===== src/rtl/bp_mmio_mailbox_responder.sv =====
// BedRock uncached I/O responder exposing a 64-bit loopback mailbox.
// TX_DATA pushes a FIFO, RX_DATA pops it; STATUS and CLEAR manage stickies.
module bp_mmio_mailbox_responder #(
    parameter int els_p          = 8,
    parameter int lce_id_width_p = 2,
    parameter int addr_width_p   = 40
) (
    input  logic                      clk_i,
    input  logic                      reset_n_i,
    input  logic [3:0]                io_cmd_msg_type_i,
    input  logic [addr_width_p-1:0]   io_cmd_addr_i,
    input  logic [2:0]                io_cmd_size_i,
    input  logic [lce_id_width_p-1:0] io_cmd_lce_id_i,
    input  logic [63:0]               io_cmd_data_i,
    input  logic                      io_cmd_v_i,
    output logic                      io_cmd_ready_and_o,
    output logic [3:0]                io_resp_msg_type_o,
    output logic [addr_width_p-1:0]   io_resp_addr_o,
    output logic [2:0]                io_resp_size_o,
    output logic [lce_id_width_p-1:0] io_resp_lce_id_o,
    output logic [63:0]               io_resp_data_o,
    output logic                      io_resp_v_o,
    input  logic                      io_resp_yumi_i
);

    localparam int ptr_w = $clog2(els_p);
    localparam int cnt_w = ptr_w + 1;

    localparam logic [0:0] state_ready = 1'b0;
    localparam logic [0:0] state_resp  = 1'b1;

    logic [0:0]       state;
    logic [ptr_w-1:0] head;
    logic [ptr_w-1:0] tail;
    logic [cnt_w-1:0] count;
    logic             ovf;
    logic             unf;
    logic [63:0]      mem [els_p];

    logic [11:0] offset;
    logic [63:0] mask;
    logic [63:0] wdata;
    logic [63:0] rdata;
    logic [63:0] status;
    logic        accept;
    logic        is_rd;
    logic        is_wr;
    logic        sel_tx;
    logic        sel_rx;
    logic        sel_st;
    logic        sel_clr;
    logic        empty;
    logic        full;
    logic        push;
    logic        pop;
    logic        ovf_set;
    logic        unf_set;
    logic        clr;

    assign offset  = io_cmd_addr_i[11:0];
    assign accept  = (state == state_ready) && io_cmd_v_i;
    assign is_rd   = (io_cmd_msg_type_i == 4'd2);
    assign is_wr   = (io_cmd_msg_type_i == 4'd3);
    assign sel_tx  = (offset == 12'h000);
    assign sel_rx  = (offset == 12'h008);
    assign sel_st  = (offset == 12'h010);
    assign sel_clr = (offset == 12'h018);
    assign empty   = (count == '0);
    assign full    = (count == cnt_w'(els_p));

    // Sizes above 3 behave as a full doubleword.
    always_comb begin
        mask = '1;
        if (!io_cmd_size_i[2]) begin
            unique case (io_cmd_size_i[1:0])
                2'd0:    mask = 64'h0000_0000_0000_00ff;
                2'd1:    mask = 64'h0000_0000_0000_ffff;
                2'd2:    mask = 64'h0000_0000_ffff_ffff;
                default: mask = '1;
            endcase
        end
    end

    assign wdata = io_cmd_data_i & mask;

    // Other opcodes read like uc_rd but never pop or set stickies.
    assign push    = accept && is_wr && sel_tx && !full;
    assign ovf_set = accept && is_wr && sel_tx && full;
    assign pop     = accept && is_rd && sel_rx && !empty;
    assign unf_set = accept && is_rd && sel_rx && empty;
    assign clr     = accept && is_wr && sel_clr && wdata[0];

    assign status = {48'b0, 8'(count), 4'b0, unf, ovf, full, empty};

    always_comb begin
        rdata = '0;
        if (!is_wr) begin
            unique case (1'b1)
                sel_rx:  rdata = empty ? 64'b0 : mem[head];
                sel_st:  rdata = status;
                default: rdata = '0;
            endcase
        end
    end

    always_ff @(posedge clk_i) begin
        if (push) begin
            mem[tail] <= wdata;
        end
    end

    always_ff @(posedge clk_i or negedge reset_n_i) begin
        if (!reset_n_i) begin
            state <= state_ready;
            head  <= '0;
            tail  <= '0;
            count <= '0;
            ovf   <= 1'b0;
            unf   <= 1'b0;
        end else begin
            if (accept) begin
                state <= state_resp;
            end else if ((state == state_resp) && io_resp_yumi_i) begin
                state <= state_ready;
            end
            if (push) begin
                tail  <= tail + 1'b1;
                count <= count + 1'b1;
            end
            if (pop) begin
                head  <= head + 1'b1;
                count <= count - 1'b1;
            end
            if (clr) begin
                ovf <= 1'b0;
                unf <= 1'b0;
            end else begin
                if (ovf_set) ovf <= 1'b1;
                if (unf_set) unf <= 1'b1;
            end
        end
    end

    always_ff @(posedge clk_i or negedge reset_n_i) begin
        if (!reset_n_i) begin
            io_resp_msg_type_o <= '0;
            io_resp_addr_o     <= '0;
            io_resp_size_o     <= '0;
            io_resp_lce_id_o   <= '0;
            io_resp_data_o     <= '0;
        end else if (accept) begin
            io_resp_msg_type_o <= io_cmd_msg_type_i;
            io_resp_addr_o     <= io_cmd_addr_i;
            io_resp_size_o     <= io_cmd_size_i;
            io_resp_lce_id_o   <= io_cmd_lce_id_i;
            io_resp_data_o     <= rdata & mask;
        end
    end

    assign io_cmd_ready_and_o = (state == state_ready);
    assign io_resp_v_o        = (state == state_resp);

endmodule

===== config.mk =====
export PLATFORM = sky130hd
export DESIGN_NAME = bp_mmio_mailbox_responder
export DESIGN_NICKNAME = d
export VERILOG_FILES = /design/src/rtl/bp_mmio_mailbox_responder.sv
export SDC_FILE = /design/constraint.sdc
export NUM_CORES = 1
export LEC_CHECK = 0
export BUFFER_PORTS_ARGS = -buffer_cell sky130_fd_sc_hd__buf_2
export CAP_MARGIN = 0
export CORE_UTILIZATION = 40
export DETAILED_ROUTE_END_ITERATION = 7
export HOLD_SLACK_MARGIN = 0.02
export SLEW_MARGIN = 40
export SYNTH_ARGS = -nofsm -noshare
export SYNTH_HDL_FRONTEND = slang
export SYNTH_SLANG_ARGS = --single-unit
export TNS_END_PERCENT = 5

===== constraint.sdc =====
create_clock -name clk_i -period 16.5 [get_ports clk_i]
set_clock_uncertainty 0.1 [all_clocks]
set_input_delay 1.65 -clock clk_i [delete_from_list [all_inputs] [get_ports clk_i]]
set_output_delay 1.65 -clock clk_i [all_outputs]
set_load 0.02 [all_outputs]

==> flow_summary.yaml <==
sta:
  slew_violations: 0
  final_hold_viol_count: 0
  setup_tns_ps: 0
  max_freq_ghz: 0.224
  timing.final.crit_share: 0.270
  finalSetupViolCount: 0
  rsz0062_at_grt: "false"
  relSlewSlack: 0.459
  tightest_slew_ps: 812
  period_needed_ps: 4460
cells_and_area:
  finalNetCount: 1708
  diodes: 0
  syn2layout_area_growth_pct: 18.8
  layout-drive-gt1-share: 0.313
drt:
  ant_nets: 0
  drcViolationCount: 0
  routed_wl_um: 53700
  vias: 12700
  drt-initial-drc-count: 1010
  via_per_inst: 5.25
  avgRoutedWirePerCell_um: 22.1
  dr.pass1.iters: 5
global_routing:
  grt_pass1_wl_um: 81900
  grt_max_degree: 76
  grt_overflow: 0
  antenna_found_initial: 4
  grt_pass1_vias: 13400
  track_usage: 0.174
die:
  rows: 90
  die_h_um: 250
  die_x_um: 250
  initial_core_util: 0.406
  core_mm2: 0.0605
  die_area_mm2: 0.0624
  pin_count: 232
pwr:
  p_leak_nw: 10.2
  clockPowerShare: 0.451
  power.switching_w: 0.000734
  finalPower_w: 0.00353
  powerDensity_mw_per_mm2: 121
  irDropWorstVdd_uv: 65.0
  seqPwrFrac: 0.504
  pwr-share-comb: 0.045
  switching_share: 0.208
  p_int_w: 0.00280
setup_path:
  critPathMaxStageDelay_ps: 630
  crit_path_end: "mem[3][44]$_DFFE_PP_"
  required_ps: 16610
  r2r-end: "mem[3][44]$_DFFE_PP_"
  cp.arrival_ps: 4560
  cp-startpoint: "io_cmd_v_i"
  r2r-start: "io_resp_v_o$_DFFE_PN0P_"
  critical_path.cell_chain: "buf_2 -> nor2b_4 -> buf_16 -> and4_1 -> nand2_1 -> nor3_4 -> buf_6"
  crit_type: "input port to flop"
  end_kind: "flop"
  reg2reg_depth: 6
  startpoint_type: "input port"
  slowest_stage: "nor3_4"
  critPathMaxFanout: 53
  r2r_setup_slack_ps: 12810
clock_network:
  cts_hold_buf: 0
  htreeDepth: 3
  cts-root-buf: "clkbuf_16"
  cts_resized: 0
  cts_buffers: 68
  clock-sinks: 638
  post_cts_buffers: 0
  cts.clk_slew.worst_paths_ps: 50
  insertion_delay_ps: 600
  cts_max_path_buffers: 3
  cts_tree: "done"
synth:
  synth_edf_count: 512
  synth_area_mm2: 0.0245
  syn_nets: 1452
  yosysWarnings: 0
  ys_ff_latch: 638
  syn-instance-count: 1332
  synth_flop_cell: "edfxtp_1"
  yosysSeqAreaShare: 0.755
  postSynthAreaPerCell_um2: 18.4
  ys_types: 46
  async_reset_ff_frac: 0.197
place:
  routabilityCongestion: 0.757
  io_buffers: 231
  place_hpwl_um: 31800
worst_hold_path:
  hold_class: "flop to flop"
  whs_path_depth: 2
outcome:
  outcome: "completed"
flow_run:
  drv_cap: 0
through the flow:
step / std cells / cell area, um^2 / hold WS, ps / setup WS, ps / util
final: 2424 / 29200 / 370 / 12040 / 0.482
after global routing: 2424 / 29200 / 387 / 11820 / 0.482
after CTS: 2424 / 29200 / 374 / 12010 / 0.482
after detailed placement: 2300 / 26800 / 360 / 11390 / 0.443
after global placement: 2295 / 26600 / 351 / 10870 / 0.440
after floorplan: 1332 / 24500 / 366 / 6490 / -
layout by cell type (no fill, tap or decap), drive strengths merged, types with 6 or more instances in the layout:
cell type,count
and2,10
buf,255
bufinv,12
clkbuf,86
clkinv,20
dfrtp,126
edfxtp,512
inv,6
mux2,7
mux2i,60
mux4,128
nand2,216
nand3,11
nand4,13
nor2,9
nor2b,50
nor3,8
nor4,6
o21ai,58
worst min path at each step:
stage / startpoint / endpoint / slack, ps
finish: io_resp_msg_type_o[1]$_DFFE_PN0N_ / io_resp_msg_type_o[1]$_DFFE_PN0N_ / 370
global route: io_resp_addr_o[24]$_DFFE_PN0N_ / io_resp_addr_o[24]$_DFFE_PN0N_ / 390
CTS: io_resp_addr_o[38]$_DFFE_PN0N_ / io_resp_addr_o[38]$_DFFE_PN0N_ / 370
detailed placement: io_resp_msg_type_o[3]$_DFFE_PN0N_ / io_resp_msg_type_o[3]$_DFFE_PN0N_ / 360
global placement: io_resp_addr_o[21]$_DFFE_PN0N_ / io_resp_addr_o[21]$_DFFE_PN0N_ / 350
floorplan: unf$_DFFE_PN0P_ / unf$_DFFE_PN0P_ / 370
cell type report:
class	instances	area, um^2
clock inverter	38	508
timing repair buffer	255	1470
tap	782	978
sequential	638	18500
fill	5064	31300
multi-input combinational	623	5810
inverter	2	7.51
clock buffer	86	1850
registers in the layout (all words and copies together) (netlist names):
| signal | count |
|---|---|
| io_resp_size_o | 3 |
| unf | 1 |
| io_resp_addr_o | 40 |
| count | 4 |
| io_resp_msg_type_o | 4 |
| io_resp_data_o | 64 |
| mem | 512 |
| io_resp_lce_id_o | 2 |
| tail | 3 |
| ovf | 1 |
| head | 3 |
| io_resp_v_o | 1 |
cells by family after synthesis:
| family | after synthesis | synth area share |
|---|---|---|
| AO/OA/AOI/OAI | 72 | 0.0168 |
| XOR/XNOR | 6 | 0.00214 |
| adder cells (fa/ha/maj) | 3 | 0.00153 |
| buffers and inverters | 71 | 0.0121 |
| flip-flops | 638 | 0.755 |
| multiplexers | 195 | 0.145 |
| AND/OR/NAND/NOR | 347 | 0.0674 |
metal layers:
| layer | GRT usage | vias up | wire, um |
|---|---|---|---|
| met1 | 0.237 | 6586 | 23700 |
| met5 | 0 | - | 9 |
| met4 | 0.0481 | 2 | 800 |
| met3 | 0.0286 | 59 | 2760 |
| li1 | - | 5692 | - |
| met2 | 0.291 | 387 | 26400 |
synth_stat cells, types with 2 or more instances:
library cell  count  area share
a21oi_1           3     0.00061
a31oi_1           3     0.00076
and2_1           10      0.0025
and4_1            3      0.0011
buf_1             8      0.0012
buf_2            24      0.0049
clkbuf_1         37      0.0057
dfrtp_1         126        0.13
edfxtp_1        512        0.63
ha_1              3      0.0015
inv_1             2     0.00031
mux2_2            6      0.0028
mux2i_1          60       0.024
mux4_2          128        0.12
nand2_1         216       0.033
nand2b_1          3     0.00076
nand3_1          11      0.0022
nand4_1          13      0.0033
nor2_1            9      0.0014
nor2b_1          50       0.013
nor3_1            7      0.0014
nor3b_1           4      0.0012
nor4_1            3     0.00076
nor4_2            3      0.0015
nor4b_1           2     0.00071
o211ai_1          2     0.00061
o21ai_1          57       0.012
or3_1             5      0.0013
xnor2_1           3      0.0011
xor2_1            3      0.0011
worst max-delay path: cells and delay by family:
kind                   cells  cell delay (ps)
AND/OR/NAND/NOR            4             1900
buffers and inverters      3              940
power groups by stage:
| stage | sequential, W | clock, W | combinational (W) |
|---|---|---|---|
| finish | 0.00178 | 0.00159 | 0.000159 |
| global route | 0.00178 | 0.00169 | 0.000176 |
| CTS | 0.00178 | 0.00163 | 0.000162 |
| detailed placement | 0.00182 | 0 | 0.000162 |
| global placement | 0.00181 | 0 | 0.000155 |
| floorplan | 0.00185 | 0 | 0.0000509 |
Note: power is estimated with default switching activity, not from simulation.
